<file path="src/rtl/type_decoder_pipelined.sv">
// ID-stage decode register for the RV32I pipeline: one instruction per cycle in,
// registered one-hot type, operand fields and illegal flag out one cycle later.
module type_decoder_pipelined #(
    parameter int INST_W     = 32,
    parameter int PC_W       = 32,
    parameter bit ENABLE_SYS = 1'b1,
    parameter bit ENABLE_M   = 1'b0,
    parameter int CNT_W      = 16
) (
    input  logic              clk,
    input  logic              rst,
    input  logic              in_valid,
    output logic              in_ready,
    input  logic [INST_W-1:0] inst,
    input  logic [PC_W-1:0]   pc,
    input  logic              stall,
    input  logic              flush,
    output logic              out_valid,
    output logic [PC_W-1:0]   out_pc,
    output logic [4:0]        out_rd,
    output logic [4:0]        out_rs1,
    output logic [4:0]        out_rs2,
    output logic [2:0]        out_funct3,
    output logic [6:0]        out_funct7,
    output logic [10:0]       out_type,
    output logic              out_illegal,
    output logic [CNT_W-1:0]  illegal_cnt
);

    localparam logic [6:0] OP_R      = 7'h33;
    localparam logic [6:0] OP_LW     = 7'h03;
    localparam logic [6:0] OP_ADDI   = 7'h13;
    localparam logic [6:0] OP_JALR   = 7'h67;
    localparam logic [6:0] OP_S      = 7'h23;
    localparam logic [6:0] OP_SB     = 7'h63;
    localparam logic [6:0] OP_AUIPC  = 7'h17;
    localparam logic [6:0] OP_LUI    = 7'h37;
    localparam logic [6:0] OP_UJ     = 7'h6F;
    localparam logic [6:0] OP_FENCE  = 7'h0F;
    localparam logic [6:0] OP_SYSTEM = 7'h73;

    logic [6:0]  opcode;
    logic [2:0]  funct3;
    logic [6:0]  funct7;
    logic        r_ok;
    logic [10:0] dec_type;
    logic        dec_illegal;
    logic        load;

    assign opcode = inst[6:0];
    assign funct3 = inst[14:12];
    assign funct7 = inst[31:25];

    assign r_ok = (funct7 == 7'h00) || (funct7 == 7'h20) ||
                  (ENABLE_M && (funct7 == 7'h01));

    // Anything that fails its field check decodes to an all-zero type vector,
    // so illegality is simply "no type bit set".
    always_comb begin
        dec_type = '0;
        case (opcode)
            OP_R:      dec_type[0]  = r_ok;
            OP_LW:     dec_type[1]  = 1'b1;
            OP_ADDI:   dec_type[2]  = 1'b1;
            OP_JALR:   dec_type[3]  = (funct3 == 3'd0);
            OP_S:      dec_type[4]  = 1'b1;
            OP_SB:     dec_type[5]  = 1'b1;
            OP_AUIPC:  dec_type[6]  = 1'b1;
            OP_LUI:    dec_type[7]  = 1'b1;
            OP_UJ:     dec_type[8]  = 1'b1;
            OP_FENCE:  dec_type[9]  = ENABLE_SYS;
            OP_SYSTEM: dec_type[10] = ENABLE_SYS;
            default:   dec_type     = '0;
        endcase
    end

    assign dec_illegal = (dec_type == '0);
    assign in_ready    = !stall;
    assign load        = in_valid && !stall && !flush;

    always_ff @(posedge clk or posedge rst) begin
        if (rst) begin
            out_valid   <= 1'b0;
            out_pc      <= '0;
            out_rd      <= '0;
            out_rs1     <= '0;
            out_rs2     <= '0;
            out_funct3  <= '0;
            out_funct7  <= '0;
            out_type    <= '0;
            out_illegal <= 1'b0;
        end else if (flush) begin
            out_valid   <= 1'b0;
            out_type    <= '0;
            out_illegal <= 1'b0;
        end else if (!stall) begin
            if (in_valid) begin
                out_valid   <= 1'b1;
                out_pc      <= pc;
                out_rd      <= inst[11:7];
                out_rs1     <= inst[19:15];
                out_rs2     <= inst[24:20];
                out_funct3  <= funct3;
                out_funct7  <= funct7;
                out_type    <= dec_type;
                out_illegal <= dec_illegal;
            end else begin
                out_valid   <= 1'b0;
                out_type    <= '0;
                out_illegal <= 1'b0;
            end
        end
    end

    // Saturating: once all ones the counter sticks until reset.
    always_ff @(posedge clk or posedge rst) begin
        if (rst) begin
            illegal_cnt <= '0;
        end else if (load && dec_illegal && (illegal_cnt != '1)) begin
            illegal_cnt <= illegal_cnt + CNT_W'(1);
        end
    end

endmodule

</file>
<file path="config.mk">
export PLATFORM = sky130hd
export DESIGN_NAME = type_decoder_pipelined
export DESIGN_NICKNAME = d
export VERILOG_FILES = /design/src/rtl/type_decoder_pipelined.sv
export SDC_FILE = /design/constraint.sdc
export NUM_CORES = 1
export LEC_CHECK = 0
export CORE_MARGIN = 2
export CORE_UTILIZATION = 42
export DETAILED_ROUTE_END_ITERATION = 7
export PLACE_DENSITY = 0.8
export SKIP_LAST_GASP = 1
export SLEW_MARGIN = 10
export SYNTH_ARGS = -nofsm -noshare
export SYNTH_HDL_FRONTEND = slang
export SYNTH_SLANG_ARGS = --single-unit
export TNS_END_PERCENT = 1
</file>
<file path="constraint.sdc">
create_clock -name clk -period 3.15 [get_ports clk]
set_clock_uncertainty 0.05 [all_clocks]
set_input_delay 0.315 -clock clk [delete_from_list [all_inputs] [get_ports clk]]
set_output_delay 0.315 -clock clk [all_outputs]
set_load 0.01 [all_outputs]
</file>
==> qor.txt, run 1 <==
average wire per standard cell -> 16.1 um
CP peak stage delay -> 0.45 ns
Internal -> 2.21 mW
synthesized net count -> 321
Clock Latency Late Sink -> 0.35 ns
Clock Tree Root -> clkbuf_8
setup bufs post-CTS -> 0
final non-filler cell total -> 519
FF/Latch Area -> 2150 um2
P_leak -> 2.30 nW
pre-CTS setup slack -> 0.477 ns
Max clock buf depth -> 2
commonest non-fill, non-tap cells in the layout -> clkdlybuf4s50_1 (155), dfrtp_1 (86), mux2_2 (57), xnor2_1 (11), nand2_1 (10)
GRT Max-Usage Layer -> met2
Worst slew margin -> 40.7%
Net count, final -> 480
met2 Usage GRT -> 28.5%
Post-synth EDFFs -> 0
share of cells above drive strength 1 -> 20.5%
pin count of the biggest net entering global routing -> 45
FMAX -> 425 MHz
Gate power share -> 26.0%
GR met1 Demand/Resource -> 22.1%
DR pass1 iterations -> 4
Max IR drop VDD -> 0.449 mV
io pins -> 156
ys flop type -> dfrtp_1
vias in the first global route -> 2,563
Worst Path Required -> 3.33 ns
PD cells -> 546 nW/um2
setup TNS -> 0 ns
# setup viols final -> 0
HP Class -> in2async
vias per cell -> 5.04
P_sw -> 0.759 mW
gpl congestion -> 0.801
final wirelength -> 8.38 mm
largest family of logic cells by synthesized area -> multiplexers
area of the multi-input gates -> 1350 um2
arrival time at the worst endpoint -> 2.53 ns
startpoint type of the worst setup path -> register
complex-gate fraction of the synthesized area -> 4.18%
TritonCTS clock tree -> done
GRT Total Usage -> 17.7%
Worst path slowest cell -> dfrtp_1
Crit path top cell by count -> and4_4
post-route worst setup slack -> 0.800 ns
final hold vios -> 0
mean area per synthesized cell -> 14.2 um2
Post-Synth Adder-Cell Area -> 0.351%
Std-Cell Rows -> 33
met3 GRT Util -> 5.32%
initial antenna violation count -> 0
sequential share of power -> 46.6%
port bufs -> 155
# clock sinks -> 86
core box area -> 8220 um2
mux contribution to synthesized area -> 18.7%
Power Total -> 2.97 mW
total die area -> 9230 um2
Clk pwr share -> 27.4%
Synth cell types -> 35
critical path fanouts, max -> 10
DR DRC count -> 0
CTS Hold Buffers Added -> 0
Max-Cap Viols -> 0
Die Wd -> 96.1 um
clock-pin slew on the worst setup and hold paths -> 0.08 ns
H-tree levels -> 3
RSZ-0062 raised after global routing -> false
CP Capture Type -> register
Post-DP HPWL -> 6.19 mm
vias -> 2,615
register area share after synthesis -> 60.4%
sw frac -> 25.5%
number of diodes -> 0
gr ovfl total -> 0
Initial Util -> 43.3%
Crit Path Category -> reg2reg
Placed Cells -> 504
die height -> 96.1 um
r2r worst-path depth -> 8
total CTS buffers -> 9
final hold slack -> 0.356 ns
Cells after Synth -> 251
cts repair resizes -> 0
commonest non-fill, non-tap cell in the layout -> clkdlybuf4s50_1
Cell Area, Synth -> 3560 um2
Post-Synth Simple-Gate Area -> 10.5%
Slew Limit Fails -> 0
status -> complete, no violations
period utilization -> 74.6%
Layout area overhead -> 52.8%
worst path cell trace -> ha_1 -> and3_1 -> and4_4 -> and4_4 -> nor4b_4 -> buf_4 -> nand4_2 -> xnor2_2
Final min period -> 2.35 ns
global-route wire length before repair -> 12.4 mm
measured slew at the worst slew-check pin -> 0.886 ns
flip-flop and latch count after synthesis -> 86
synth warn -> 0
Fillers -> 632
number of DRC markers in iteration 0 -> 61
xor/xnor cell area share of the yosys netlist -> 3.90%
Async SR Flop Fraction -> 100%
Antenna Nets Post-Route -> 0
-- power by group through the flow --
| stage | sequential (mW) | clock, mW | combinational, mW |
|---|---|---|---|
| 3_5_place_dp | 1.41 | 0 | 0.780 |
| 5_1_grt | 1.41 | 0.877 | 0.831 |
| 3_3_place_gp | 1.40 | 0 | 0.768 |
| 2_1_floorplan | 1.48 | 0 | 0.215 |
| 6_report | 1.39 | 0.814 | 0.772 |
| 4_1_cts | 1.39 | 0.837 | 0.783 |
-- flip-flops by register name (all words and copies together) (netlist names) --
name / flops
illegal_cnt: 16
out_rs2: 5
out_illegal: 1
out_valid: 1
out_rs1: 5
out_funct3: 3
out_funct7: 7
out_rd: 5
out_pc: 32
out_type: 11
-- synthesized netlist by cell type (all sizes together) (2+ instances only) --
master / number / area, um2
dfrtp: 86 / 2150
mux2: 59 / 664
xnor2: 12 / 113
nand2: 10 / 37.5
nand4: 8 / 62.6
and2: 7 / 43.8
clkbuf: 7 / 26.3
nor2: 7 / 26.3
and3: 6 / 37.5
nand3: 6 / 30.0
a22o: 5 / 43.8
buf: 4 / 31.3
a21oi: 3 / 15.0
a32o: 3 / 30.0
and4: 3 / 33.8
inv: 3 / 11.3
xor2: 3 / 26.3
a21o: 2 / 15.0
nand2b: 2 / 12.5
nor2b: 2 / 12.5
nor3: 2 / 10.0
nor3b: 2 / 25.0
nor4: 2 / 12.5
-- through the flow --
stage          area (um2)  utilization, %
2_1_floorplan        3560               -
3_3_place_gp         5240            63.7
3_5_place_dp         5240            63.7
4_1_cts              5440            66.2
5_1_grt              5440            66.2
6_report             5440            66.2
-- path summary, 6_finish.rpt --
path	startpoint	end	slack [ns]
setup / recovery	illegal_cnt[0]	illegal_cnt[3]	0.80
hold / removal	rst	out_pc[18]	0.36
setup reg to reg	illegal_cnt[0]	illegal_cnt[3]	0.80
hold reg to reg	out_type[0]	out_type[0]	0.44
max in group asynchronous	rst	illegal_cnt[3]	2.01
min in group clk	out_type[0]	out_type[0]	0.44
-- per-layer routing --
layer | vias to the layer above | wire, um | part of all wire, %
met4 | 0 | 100 | 1.2
met5 | - | 0 | 0
met2 | 101 | 4020 | 48
li1 | 1213 | - | -
met1 | 1293 | 3550 | 42
met3 | 8 | 698 | 8.3
-- layout make-up --
| class | instances | share of cell area, % |
|---|---|---|
| flip-flops and latches | 86 | 39.6 |
| well taps | 105 | 2.41 |
| inverters | 3 | 0.230 |
| repair buffers | 159 | 29.3 |
| multi-input cells | 151 | 24.7 |
| clock inverters | 4 | 1.33 |
| clock buffers | 11 | 2.41 |
-- critical path, delay by kind of cell, from the launching register on --
family / cells / cell delay (ns)
and+or+nand+nor: 5 / 1.10
DFF: 1 / 0.45
adders and majority gates: 1 / 0.24
xor gates and xnor gates: 1 / 0.15
buffers and inverters: 1 / 0.25
-- logic make-up after synthesis --
kind of cell / after synthesis
flip-flops: 86
buffers and inverters: 14
AND/OR/NAND/NOR: 59
AO/OA/AOI/OAI: 17
XOR/XNOR: 15
multiplexers: 59
adder cells (fa/ha/maj): 1
No activity file was read; power rests on OpenSTA's default activity.
==> inputs of run 2 (changes only) <==
- clock period: 3.15 -> 2.2 ns (I/O delays scaled with it)
==> run 2 against run 1 <==
Net effect: non-clock buffer count grew 23; clock power grew 28%; maximum frequency grew 11%; hold slack lost 0.11 ns; via count grew 4.1%; die area is the same; core utilization grew 2.1 points; register-to-register slack lost 0.71 ns; total power grew 41%; cell count grew 4.6%; sequential share of layout area shrank 1.2 points; wire length grew 1.4%; largest cell class unchanged; largest power group unchanged.
==> qor.txt, run 2 (synthesis results as in run 1) <==
PD cells -> 749 nW/um2 (was 546 nW/um2)
critical path fanouts, max -> 4 (was 10)
port bufs -> 155 (unchanged)
core box area -> 8220 um2 (unchanged)
HP Class -> in2async (unchanged)
top flop regs -> out_pc: 32 flops, illegal_cnt: 16 flops, out_type: 11 flops (unchanged)
Clock Tree Root -> clkbuf_8 (unchanged)
startpoint type of the worst setup path -> register (unchanged)
final hold slack -> 0.250 ns (was 0.356 ns)
RSZ-0062 raised after global routing -> false (unchanged)
total die area -> 9230 um2 (unchanged)
FF/Latch Area -> 2150 um2 (unchanged)
measured slew at the worst slew-check pin -> 0.500 ns (was 0.886 ns)
GRT Total Usage -> 18.2% (was 17.7%)
Fillers -> 625 (was 632)
FMAX -> 474 MHz (was 425 MHz)
commonest non-fill, non-tap cell in the layout -> clkdlybuf4s50_1 (unchanged)
average wire per standard cell -> 15.6 um (was 16.1 um)
clock-pin slew on the worst setup and hold paths -> 0.08 ns (about the same)
Crit Path Category -> reg2reg (unchanged)
H-tree levels -> 3 (unchanged)
final wirelength -> 8.49 mm (was 8.38 mm)
Final min period -> 2.11 ns (was 2.35 ns)
vias -> 2,721 (was 2,615)
share of cells above drive strength 1 -> 25.1% (was 20.5%)
vias per cell -> 5.01 (was 5.04)
Clock Latency Late Sink -> 0.34 ns (was 0.35 ns)
global-route wire length before repair -> 12.7 mm (was 12.4 mm)
Worst Path Required -> 2.38 ns (was 3.33 ns)
P_leak -> 2.40 nW (was 2.30 nW)
Reg with most FFs -> out_pc (unchanged)
DR DRC count -> 0 (unchanged)
setup TNS -> 0 ns (unchanged)
placed inst area -> 5410 um2 (was 5240 um2)
initial antenna violation count -> 0 (unchanged)
number of diodes -> 0 (unchanged)
vias in the first global route -> 2,741 (was 2,563)
gr ovfl total -> 0 (unchanged)
period utilization -> 95.9% (was 74.6%)
CTS Hold Buffers Added -> 0 (unchanged)
area of the multi-input gates -> 1350 um2 (about the same)
final non-filler cell total -> 543 (was 519)
Crit path top cell by count -> and4_4 (unchanged)
final hold vios -> 0 (unchanged)
io pins -> 156 (unchanged)
Net count, final -> 503 (was 480)
design area -> 5620 um2 (was 5440 um2)
DR pass1 iterations -> 4 (unchanged)
Post-DP HPWL -> 6.42 mm (was 6.19 mm)
commonest non-fill, non-tap cells in the layout -> clkdlybuf4s50_1 (155), dfrtp_1 (86), mux2_2 (57), buf_4 (23), xnor2_1 (11) (was clkdlybuf4s50_1 (155), dfrtp_1 (86), mux2_2 (57), xnor2_1 (11), nand2_1 (10))
CP Capture Type -> register (unchanged)
# clock sinks -> 86 (unchanged)
# setup viols final -> 0 (unchanged)
Layout area overhead -> 57.7% (was 52.8%)
pin count of the biggest net entering global routing -> 52 (was 45)
Worst slew margin -> 66.4% (was 40.7%)
arrival time at the worst endpoint -> 2.29 ns (was 2.53 ns)
Die Wd -> 96.1 um (unchanged)
Max-Cap Viols -> 0 (unchanged)
Core Util, Final -> 68.3% (was 66.2%)
Worst path slowest cell -> dfrtp_1 (unchanged)
TritonCTS clock tree -> done (unchanged)
number of DRC markers in iteration 0 -> 49 (was 61)
status -> complete, no violations (unchanged)
gpl congestion -> 0.825 (was 0.801)
Slew Limit Fails -> 0 (unchanged)
max reg flops -> 32 (unchanged)
Max clock buf depth -> 2 (unchanged)
total CTS buffers -> 9 (unchanged)
Std-Cell Rows -> 33 (unchanged)
CP peak stage delay -> 0.40 ns (was 0.45 ns)
Antenna Nets Post-Route -> 0 (unchanged)
Placed Cells -> 525 (was 504)
Max IR drop VDD -> 0.518 mV (was 0.449 mV)
Initial Util -> 43.3% (unchanged)
die height -> 96.1 um (unchanged)
worst path cell trace -> ha_2 -> and3_4 -> and4_4 -> and4_4 -> nor4b_4 -> buf_4 -> mux2_1 (was ha_1 -> and3_1 -> and4_4 -> and4_4 -> nor4b_4 -> buf_4 -> nand4_2 -> xnor2_2)
==> run 2: cell count changes in the layout (fill, tap and decap cells not counted) <==
cell | before | now
buf_4 | 3 | 23
and3_1 | 6 | 5
and3_4 | 0 | 1
buf_12 | 1 | 2
buf_2 | 0 | 1
buf_6 | 0 | 1
bufinv_16 | 2 | 1
clkbuf_1 | 2 | 3
clkinvlp_4 | 1 | 2
ha_1 | 1 | 0
ha_2 | 0 | 1
==> run 2: per-layer routing <==
| metal | up-vias | track usage [%] | part of all wire (%) |
|---|---|---|---|
| li1 | 1262 | - | - |
| met2 | 111 | 30.0 | 49 |
| met3 | 18 | 5.25 | 8.6 |
| met1 | 1330 | 22.5 | 40 |
| met4 | 0 | 7.02 | 2.0 |
| met5 | - | 0 | 0 |
==> run 2: worst max-delay path, delay by kind of cell, from the launching register on <==
family / cells / cell delay [ns]
and+or+nand+nor: 4 / 0.86
DFF: 1 / 0.40
buffers and inverters: 1 / 0.19
adders and majority gates: 1 / 0.19
muxes: 1 / 0.30
==> run 2: final cells by class <==
type | count | share of cell area [%]
tap | 105 | 2.34
multi-input combinational | 151 | 24.1
clock inverter | 4 | 0.847
timing repair buffer | 182 | 31.7
sequential | 86 | 38.3
clock buffer | 12 | 2.41
inverter | 3 | 0.267
==> run 2: final timing paths <==
kind                       cells after the start  slack, ns            from              to
setup / recovery                               7       0.09  illegal_cnt[0]  illegal_cnt[1]
hold / removal                                 3       0.25             rst       out_pc[0]
setup reg to reg                               7       0.09  illegal_cnt[0]  illegal_cnt[1]
hold reg to reg                                2       0.42     out_type[0]     out_type[0]
max in group asynchronous                      3       1.45             rst  illegal_cnt[0]
min in group clk                               2       0.42     out_type[0]     out_type[0]
==> run 2: metrics by stage <==
step / worst slack (ns) / power [mW]
6_report: 0.0899 / 4.20
5_1_grt: 0.0121 / 4.44
4_1_cts: 0.0213 / 4.25
3_5_place_dp: -0.154 / 3.20
3_3_place_gp: -0.0331 / 3.16
2_1_floorplan: 0.0175 / 2.42
==> run 2: where the power goes <==
part	internal, mW	switching (mW)
Sequential	1.82	0.133
Clock	0.523	0.517
Combinational	0.772	0.439
Total	3.11	1.09
==> run 2: timing repair <==
item                       CTS  global route
buffers inserted             0             1
pin swaps                    0             1
setup endpoints to repair    1             9
cloned                       0             1
gates resized for setup      1             2
